[src/rtl/pipeline_sequencer.sv]
// pipeline_sequencer: run/drain/dump/halt control with load-use and branch hazard handling
module pipeline_sequencer (
  input  logic        clk,
  input  logic        rst,
  input  logic        start,
  input  logic        end_d,
  input  logic        mem_read_e,
  input  logic [4:0]  rs_d,
  input  logic [4:0]  rt_d,
  input  logic [4:0]  rt_e,
  input  logic        branch_taken_d,
  input  logic        jump_d,
  input  logic        dump_ready,
  output logic        pc_en,
  output logic        stall_f,
  output logic        stall_d,
  output logic        flush_d,
  output logic        flush_e,
  output logic        dump_valid,
  output logic [8:0]  dump_addr,
  output logic        halted,
  output logic [31:0] cycle_count
);
  localparam logic [2:0] IDLE  = 3'd0;
  localparam logic [2:0] RUN   = 3'd1;
  localparam logic [2:0] DRAIN = 3'd2;
  localparam logic [2:0] DUMP  = 3'd3;
  localparam logic [2:0] HALT  = 3'd4;
  logic [2:0]  state_q, state_d;
  logic [1:0]  drain_q, drain_d;
  logic [8:0]  addr_q, addr_d;
  logic        valid_q, valid_d;
  logic        halted_q, halted_d;
  logic [31:0] cycle_q, cycle_d;
  logic        load_use, run, drain, redirect;
  assign load_use = mem_read_e && (rt_e != 5'd0) && (rt_e == rs_d || rt_e == rt_d);
  assign run      = !rst && state_q == RUN;
  assign drain    = !rst && state_q == DRAIN;
  assign redirect = branch_taken_d || jump_d || end_d;
  assign pc_en    = run && !load_use;
  assign stall_f  = run && load_use;
  assign stall_d  = run && load_use;
  assign flush_e  = run && load_use;
  assign flush_d  = (run && !load_use && redirect) || drain;
  assign dump_valid  = valid_q;
  assign dump_addr   = valid_q ? addr_q : 9'd0;
  assign halted      = halted_q;
  assign cycle_count = cycle_q;
  // next-state: sequencing, drain countdown, dump address walk and saturating cycle count
  always_comb begin
    state_d  = state_q;
    drain_d  = drain_q;
    addr_d   = addr_q;
    valid_d  = valid_q;
    halted_d = halted_q;
    cycle_d  = cycle_q;
    case (state_q)
      IDLE: if (start) begin
        state_d = RUN;
        cycle_d = '0;
      end
      RUN: begin
        cycle_d = cycle_q + {31'd0, ~&cycle_q};
        if (end_d && !load_use) begin
          state_d = DRAIN;
          drain_d = 2'd0;
        end
      end
      DRAIN: begin
        cycle_d = cycle_q + {31'd0, ~&cycle_q};
        drain_d = drain_q + 2'd1;
        if (drain_q == 2'd3) begin
          state_d = DUMP;
          addr_d  = 9'd0;
          valid_d = 1'b1;
        end
      end
      DUMP: if (dump_ready) begin
        if (addr_q == 9'd511) begin
          state_d  = HALT;
          valid_d  = 1'b0;
          halted_d = 1'b1;
        end else addr_d = addr_q + 9'd1;
      end
      default: ;
    endcase
  end
  // state registers with immediate asynchronous reset
  always_ff @(posedge clk or posedge rst) begin
    if (rst) begin
      state_q  <= IDLE;
      drain_q  <= 2'd0;
      addr_q   <= 9'd0;
      valid_q  <= 1'b0;
      halted_q <= 1'b0;
      cycle_q  <= 32'd0;
    end else begin
      state_q  <= state_d;
      drain_q  <= drain_d;
      addr_q   <= addr_d;
      valid_q  <= valid_d;
      halted_q <= halted_d;
      cycle_q  <= cycle_d;
    end
  end
endmodule

[config.mk]
export PLATFORM = sky130hd
export DESIGN_NAME = pipeline_sequencer
export DESIGN_NICKNAME = d
export VERILOG_FILES = /design/src/rtl/pipeline_sequencer.sv
export SDC_FILE = /design/constraint.sdc
export NUM_CORES = 1
export LEC_CHECK = 0
export ABC_CLOCK_PERIOD_IN_PS = 4100
export CORE_AREA = 3 3 81 83
export CTS_CLUSTER_DIAMETER = 80
export DETAILED_ROUTE_END_ITERATION = 10
export DIE_AREA = 0 0 84 86
export PLACE_DENSITY_LB_ADDON = 0.05
export SYNTH_ARGS = -nofsm -noshare
export SYNTH_HDL_FRONTEND = slang
export SYNTH_SLANG_ARGS = --single-unit
export TNS_END_PERCENT = 20
[constraint.sdc]
create_clock -name clk -period 4.1 [get_ports clk]
set_input_delay 0.41 -clock clk [delete_from_list [all_inputs] [get_ports clk]]
set_output_delay 0.41 -clock clk [all_outputs]
set_load 0.05 [all_outputs]
Word-level counts from Yosys, hierarchy flattened
Index checks and enable logic that the tools add are counted.
{"block": "classes", "add_sub_neg": 3, "eq_ne": 13, "mux": 19, "reduce_logical": 29}
{"operator": "$pmux 32 s2", "n": 1}
{"operator": "$mux 9", "n": 4}
{"operator": "$add 32x1->32", "n": 1}
{"operator": "$mux 32", "n": 1}
{"operator": "$reduce_and 32->1", "n": 1}
{"operator": "$pmux 9 s2", "n": 1}
{"operator": "$mux 3", "n": 5}
{"operator": "$pmux 3 s4", "n": 1}
{"operator": "$eq 5x5->1", "n": 2}
{"operator": "$add 9x1->9 const B", "n": 1}
{"operator": "$eq 9x9->1 const B", "n": 1}
{"operator": "$logic_and 1x1->1", "n": 8}
{"operator": "$ne 2x2->1 const B", "n": 4}
{"operator": "$reduce_and 4->1", "n": 2}
{"operator": "$eq 3x2->1 const B", "n": 2}
{"operator": "$reduce_and 6->1", "n": 1}
{"operator": "$reduce_bool 2->1", "n": 3}
{"operator": "$reduce_bool 5->1", "n": 1}
{"operator": "$logic_or 1x1->1", "n": 4}
{"operator": "$ne 2x1->1 const B", "n": 2}
{"operator": "$pmux 2 s2", "n": 1}
{"operator": "$reduce_and 2->1", "n": 2}
{"operator": "$reduce_bool 4->1", "n": 1}
{"operator": "$eq 3x1->1 const B", "n": 1}
{"operator": "other kinds (9)", "n": 13}
{"block": "totals", "reg_bits": 48, "inputBits": 23}

Longest topological paths before layout
Gate-level depths: netlist (run 1).
{"block": "depth", "ltp_word": 7, "ltp_mapped": 11}

Least setup slack after synthesis (run 1)
OpenSTA, ideal clock, no wires.
{"block": "synth_path", "path_kind": "reg-to-reg", "from": "register cycle_q[3], in the netlist cycle_count[3]", "to": "register cycle_q[30], in the netlist cycle_count[30]", "arrival_time_ns": 2.747, "path_slack_ns": 1.275, "path_stages_with_launch": 11, "path_buffers": 0, "period_less_slack_ns": 2.825, "path_cell_list": "dfrtp_1 and3_1 nand3_1 nor2_1 nand4_1 ha_1 and3b_1 o2111ai_1 or3_4 or4_1 a21oi_1"}
{"block": "synth_via", "elab_chain_len": 4}
{"element": "start, declared", "line_no": "34", "source": "logic [31:0] cycle_q, cycle_d;"}
{"element": "start signal, assigned", "line_no": "103", "source": "cycle_q <= cycle_d;"}
{"element": "$reduce_and 32->1", "line_no": "63, 70"}
{"element": "$logic_not 1->1", "line_no": "63, 70"}
{"element": "$add 32x1->32 (*)", "line_no": "63, 70"}
{"element": "$pmux 32 s2 (*)", "line_no": "57", "source": "case (state_q)"}
Every way passes the cells marked *; elsewhere a longest branch is shown, timed or not.
A chain may end at the register's enable or synchronous reset.

Worst setup path in the final report (run 1)
{"block": "layout_path", "from": "input rt_e[1]", "to": "output pc_en"}
{"block": "layout_via", "elab_chain_len": 5}
{"element": "start, declared", "line_no": "10", "source": "input logic [4:0] rt_e,"}
{"element": "$eq 5x5->1 or $reduce_bool 5->1 (tied branches)", "line_no": "36", "source": "assign load_use = mem_read_e && (rt_e != 5'd0) && (rt_e == rs_d || rt_e == rt_d);"}
{"element": "$logic_or 1x1->1 or $logic_and 1x1->1 (tied branches)", "line_no": "36"}
{"element": "$logic_and 1x1->1 (*)", "line_no": "36"}
{"element": "$logic_not 1->1 (*)", "line_no": "40", "source": "assign pc_en = run && !load_use;"}
{"element": "$logic_and 1x1->1 (*)", "line_no": "40"}
{"element": "end, declared", "line_no": "14", "source": "output logic pc_en,"}
Marks and branches as above.

==> reports/summary.txt, run 1 <==
RSZ-0062 raised after global routing: false
Via Count: 2,526
fin crit share: 0.8111
Inserted Diodes: 0
Max VDD drop: 0.2717 mV
Initial Utilization: 0.4806
ANT nets after route: 0
# clock sinks: 48
minimum clock period: 3325 ps
static leakage: 1.478 nW
# rows: 28
max-cap violations: 0
later-pin clock latency in the skew report: 290 ps
worst r2r src: cycle_count[3]
mapped cell area: 2845 um2
vias per cell: 5.456
Syn-to-layout area delta: 28.80%
reg2reg end: cycle_count[31]
setup_tns: 0 ps
Clock Path Buffers: 2
EDFF count, synth: 0
design area: 3665 um2
# setup viols final: 0
via count of the first global-routing pass: 2,393
number of synthesis warnings: 0
fraction of registers with async set/reset: 1.000
Worst EP arrival: 2920 ps
reg-to-reg slack, setup: 1040 ps
Num CTS Buffers: 5
Worst Min Path Start: halted
total power per unit cell area: 414.6 nW/um2
I/O Buffers: 70
Post-CTS Hold Fix Bufs: 0
first-iteration detailed-routing DRC count: 124
drt wl/cell: 13.78 um
Fmax: 300.7 MHz
Worst Tran Pin Value: 1129 ps
Setup crit start kind: input pin
sequential share of the synthesized area: 0.4222
hold_ws: 485.7 ps
HP Class: reg -> reg
Critical Path RT: 3690 ps
Final GP Congestion: 0.7825
first-pass GRT wire length: 11,360 um
DR DRC count: 0
routed wire length: 6378 um
layout cells sized above 1: 0.04897
Critical Path Source: rt_e[1]
largest net degree at the start of global routing: 49
Final Hold Fails: 0
flops & latches, synth: 48
reg2reg path depth: 11
Post-Syn Nets: 353
commonest non-fill, non-tap cell in the layout: clkdlybuf4s50_1
H-tree Lvls: 2
status: completed
clock transition at the registers of the reported paths: 80 ps
placed wire-length estimate: 4494 um
TritonCTS clock tree: built
Setup Buffers After CTS: 0
total gr overflow: 0
die area: 7224 um2
Die H: 86 um
Synth Flop Type: dfrtp_1
peak fanout along the critical path: 7
syn avg cell area: 8.755 um2
Detailed Routing Iterations Pass 1: 6
core area: 5921 um2
Final Skew: 7.437 ps
commonest cells after routing, fill and taps aside: clkdlybuf4s50_1, dfrtp_1, nor2_1, o21ai_0, xnor2_1
post_cts resized: 0
IO Pins: 71
Rel. slew slack: 0.2475
Setup Crit Path Kind: in -> out
initial antenna violation count: 0
nets: 415
Synth Instances: 325
Slew Viols, Final: 0
Area after DPL: 3571 um2
Die W: 84 um
end of the critical path: pc_en
Yosys cell types: 46
Total GRT Usage: 0.1875
Root Driver: clkbuf_8
fillers: 533
CP Capture Type: output port
==> cell usage after synthesis (6+ instances only) <==
master / count / area (um2)
xor2_1: 7 / 61.31
nor2_1: 41 / 153.9
and3_1: 11 / 68.82
nand3_1: 13 / 65.06
o21ai_0: 26 / 130.1
nor4_1: 8 / 50.05
inv_1: 7 / 26.28
nor3_1: 12 / 60.06
xnor2_1: 26 / 227.7
and2_1: 10 / 62.56
a21oi_1: 11 / 55.05
nor2b_1: 6 / 37.54
nand4_1: 7 / 43.79
dfrtp_1: 48 / 1201
clkbuf_1: 8 / 30.03
nand2_1: 23 / 86.33
==> registers in the layout (all words and copies together) (netlist names) <==
signal       flops
state_q          3
halted           1
dump_valid       1
drain_q          2
addr_q           9
cycle_count     32
==> worst min path at each step <==
stage	to	slack [ps]	cells after the start
floorplan	addr_q[7]	450	1
global placement	halted	450	1
detailed placement	halted	460	1
CTS	halted	490	1
global route	halted	510	1
finish	halted	490	1
==> cells by family (layout without fill, tap and decap cells) <==
family	after synthesis	after routing	synth area share
fa+ha+maj	5	5	0.02199
xor+xnor	33	33	0.1016
buf+inv	23	86	0.03606
simple gates	158	158	0.2942
flops	48	48	0.4222
compound gates	57	57	0.1205
mux	1	1	0.003518
==> through the flow <==
step                      worst slack (ps)  power (mW)    util  std cells
after floorplan                       1275       1.047       -        325
after global placement               810.3       1.231  0.6031        455
after CTS                            756.1       1.532  0.6190        463
after detailed placement             765.4       1.239  0.6031        455
final                                774.6       1.519  0.6190        463
after global routing                 625.1       1.630  0.6190        463
==> power breakdown <==
part,internal (mW),total [mW],switching (mW)
clock,0.137,0.291,0.154
sequential,0.531,0.633,0.102
combinational,0.226,0.595,0.369
==> critical path: stages <==
cell	delay, ps
clkdlybuf4s50_1	460
or4_1	540
o221ai_1	490
nor2b_1	200
clkdlybuf4s50_1	810
==> cell type report <==
| cell class | instances | area, um2 | area share |
|---|---|---|---|
| multi-input cells | 254 | 1541 | 0.4206 |
| inverters | 7 | 26.28 | 0.007170 |
| repair buffers | 71 | 708.2 | 0.1932 |
| flip-flops and latches | 48 | 1201 | 0.3278 |
| clock buffers | 7 | 86.33 | 0.02356 |
| well taps | 75 | 93.84 | 0.02561 |
| clock inverters | 1 | 7.507 | 0.002048 |
==> layer usage <==
metal  vias to the layer above  track usage  routed length [um]
met2                        65       0.3109                2978
met1                      1187       0.2582                3039
met3                         2      0.03746                 330
met5                         -            0                   0
li1                       1272            -                   -
met4                         0      0.03509                  29
Note: power is estimated with default switching activity, not from simulation.
==> run 2: changes to the inputs <==
--- a/config.mk
+++ b/config.mk
@@ -5,7 +5,7 @@
 export SDC_FILE = /design/constraint.sdc
 export NUM_CORES = 1
 export LEC_CHECK = 0
-export ABC_CLOCK_PERIOD_IN_PS = 4100
+export ABC_CLOCK_PERIOD_IN_PS = 3340
 export CORE_AREA = 3 3 81 83
 export CTS_CLUSTER_DIAMETER = 80
 export DETAILED_ROUTE_END_ITERATION = 10
==> constraint.sdc (replaced) <==
create_clock -name clk -period 3.34 [get_ports clk]
set_input_delay 0.334 -clock clk [delete_from_list [all_inputs] [get_ports clk]]
set_output_delay 0.334 -clock clk [all_outputs]
set_load 0.05 [all_outputs]
==> reports/summary.txt, run 2 (same netlist as run 1, synthesis figures left out) <==
TritonCTS clock tree: built
vias per cell: 5.567
largest net degree at the start of global routing: 49
layout cells sized above 1: 0.06394
Final Core Density: 0.6211
core area: 5921 um2
first-pass GRT wire length: 10,960 um
Root Driver: clkbuf_8
post_cts resized: 0
Worst EP arrival: 2600 ps
setup_tns: 0 ps
total power per unit cell area: 502.5 nW/um2
Slew Viols, Final: 0
routed wire length: 6488 um
RSZ-0062 raised after global routing: false
Final Skew: 4.075 ps
Critical Path RT: 3010 ps
ANT nets after route: 0
reg-to-reg slack, setup: 660 ps
# clock sinks: 48
Final Hold Fails: 0
Max VDD drop: 0.3873 mV
placed wire-length estimate: 4590 um
Num CTS Buffers: 5
Fmax: 340.4 MHz
# setup viols final: 0
Clock Path Buffers: 2
commonest non-fill, non-tap cell in the layout: clkdlybuf4s50_1
IO Pins: 71
Syn-to-layout area delta: 29.24%
Largest register FFs: 32
total gr overflow: 0
commonest cells after routing, fill and taps aside: clkdlybuf4s50_1, dfrtp_1, nor2_1, o21ai_0, xnor2_1
Die H: 86 um
first-iteration detailed-routing DRC count: 137
drt wl/cell: 13.92 um
minimum clock period: 2937 ps
fin crit share: 0.8794
later-pin clock latency in the skew report: 300 ps
H-tree Lvls: 2
Via Count: 2,594
Final GP Congestion: 0.7856
Die W: 84 um
HP Class: reg -> reg
CP Capture Type: output port
nets: 419
die area: 7224 um2
status: completed
Setup crit start kind: input pin
Detailed Routing Iterations Pass 1: 4
via count of the first global-routing pass: 2,325
peak fanout along the critical path: 3
I/O Buffers: 70
DR DRC count: 0
Rel. slew slack: 0.3233
Worst Tran Pin Value: 1014 ps
Setup Crit Path Kind: in -> out
Inserted Diodes: 0
static leakage: 1.495 nW
Total GRT Usage: 0.1854
initial antenna violation count: 0
clock transition at the registers of the reported paths: 80 ps
Setup Buffers After CTS: 0
Post-CTS Hold Fix Bufs: 0
max-cap violations: 0
# rows: 28
Design Power: 1.848 mW
Initial Utilization: 0.4806
-- run 2: worst max-delay path, stage by stage --
cell and delay (ps):
clkdlybuf4s50_1 540, xnor2_1 140, nand3_1 100, nor3_1 220, o221ai_1 190, nor2_1 220, clkdlybuf4s50_1 850
-- run 2: area by class of cell --
cell class              instances  area [um2]
clock inverters                 2       12.51
repair buffers                 75       733.2
inverters                       7       26.28
multi-input cells             254        1541
flip-flops and latches         48        1201
clock buffers                   5       68.82
well taps                      75       93.84
fillers                       502        2243
-- run 2: worst paths after layout --
path / startpoint / endpoint / depth (start not counted)
worst max-delay path: rt_e[2] / stall_d / 7
worst min-delay path: halted / halted / 1
worst max register to register: cycle_count[3] / cycle_count[31] / 10
worst min register to register: halted / halted / 1
max in group asynchronous: rst / cycle_count[3] / 2
min in group asynchronous: rst / drain_q[1] / 2
-- run 2: through the flow --
| stage | setup WS (ps) | hold WS [ps] | area, um2 | instances |
|---|---|---|---|---|
| CTS | 389.9 | 490.2 | 3677 | 466 |
| global placement | 561.3 | 453.2 | 3596 | 459 |
| finish | 402.7 | 481.0 | 3677 | 466 |
| global route | 281.9 | 524.8 | 3677 | 466 |
| floorplan | 514.8 | 450.5 | 2845 | 325 |
| detailed placement | 392.8 | 457.9 | 3596 | 459 |
-- run 2: power breakdown --
part           internal [mW]  total (mW)  switching, mW
clock network          0.142       0.338          0.196
registers              0.652       0.772          0.120
logic                  0.283       0.738          0.455
-- run 2: routing by layer --
layer  global-route usage  vias up  share of wire
met2               0.3022       80           0.47
li1                     -     1266              -
met3              0.04323        8          0.058
met4              0.05556        0          0.013
met5                    0        -              0
met1               0.2471     1240           0.46
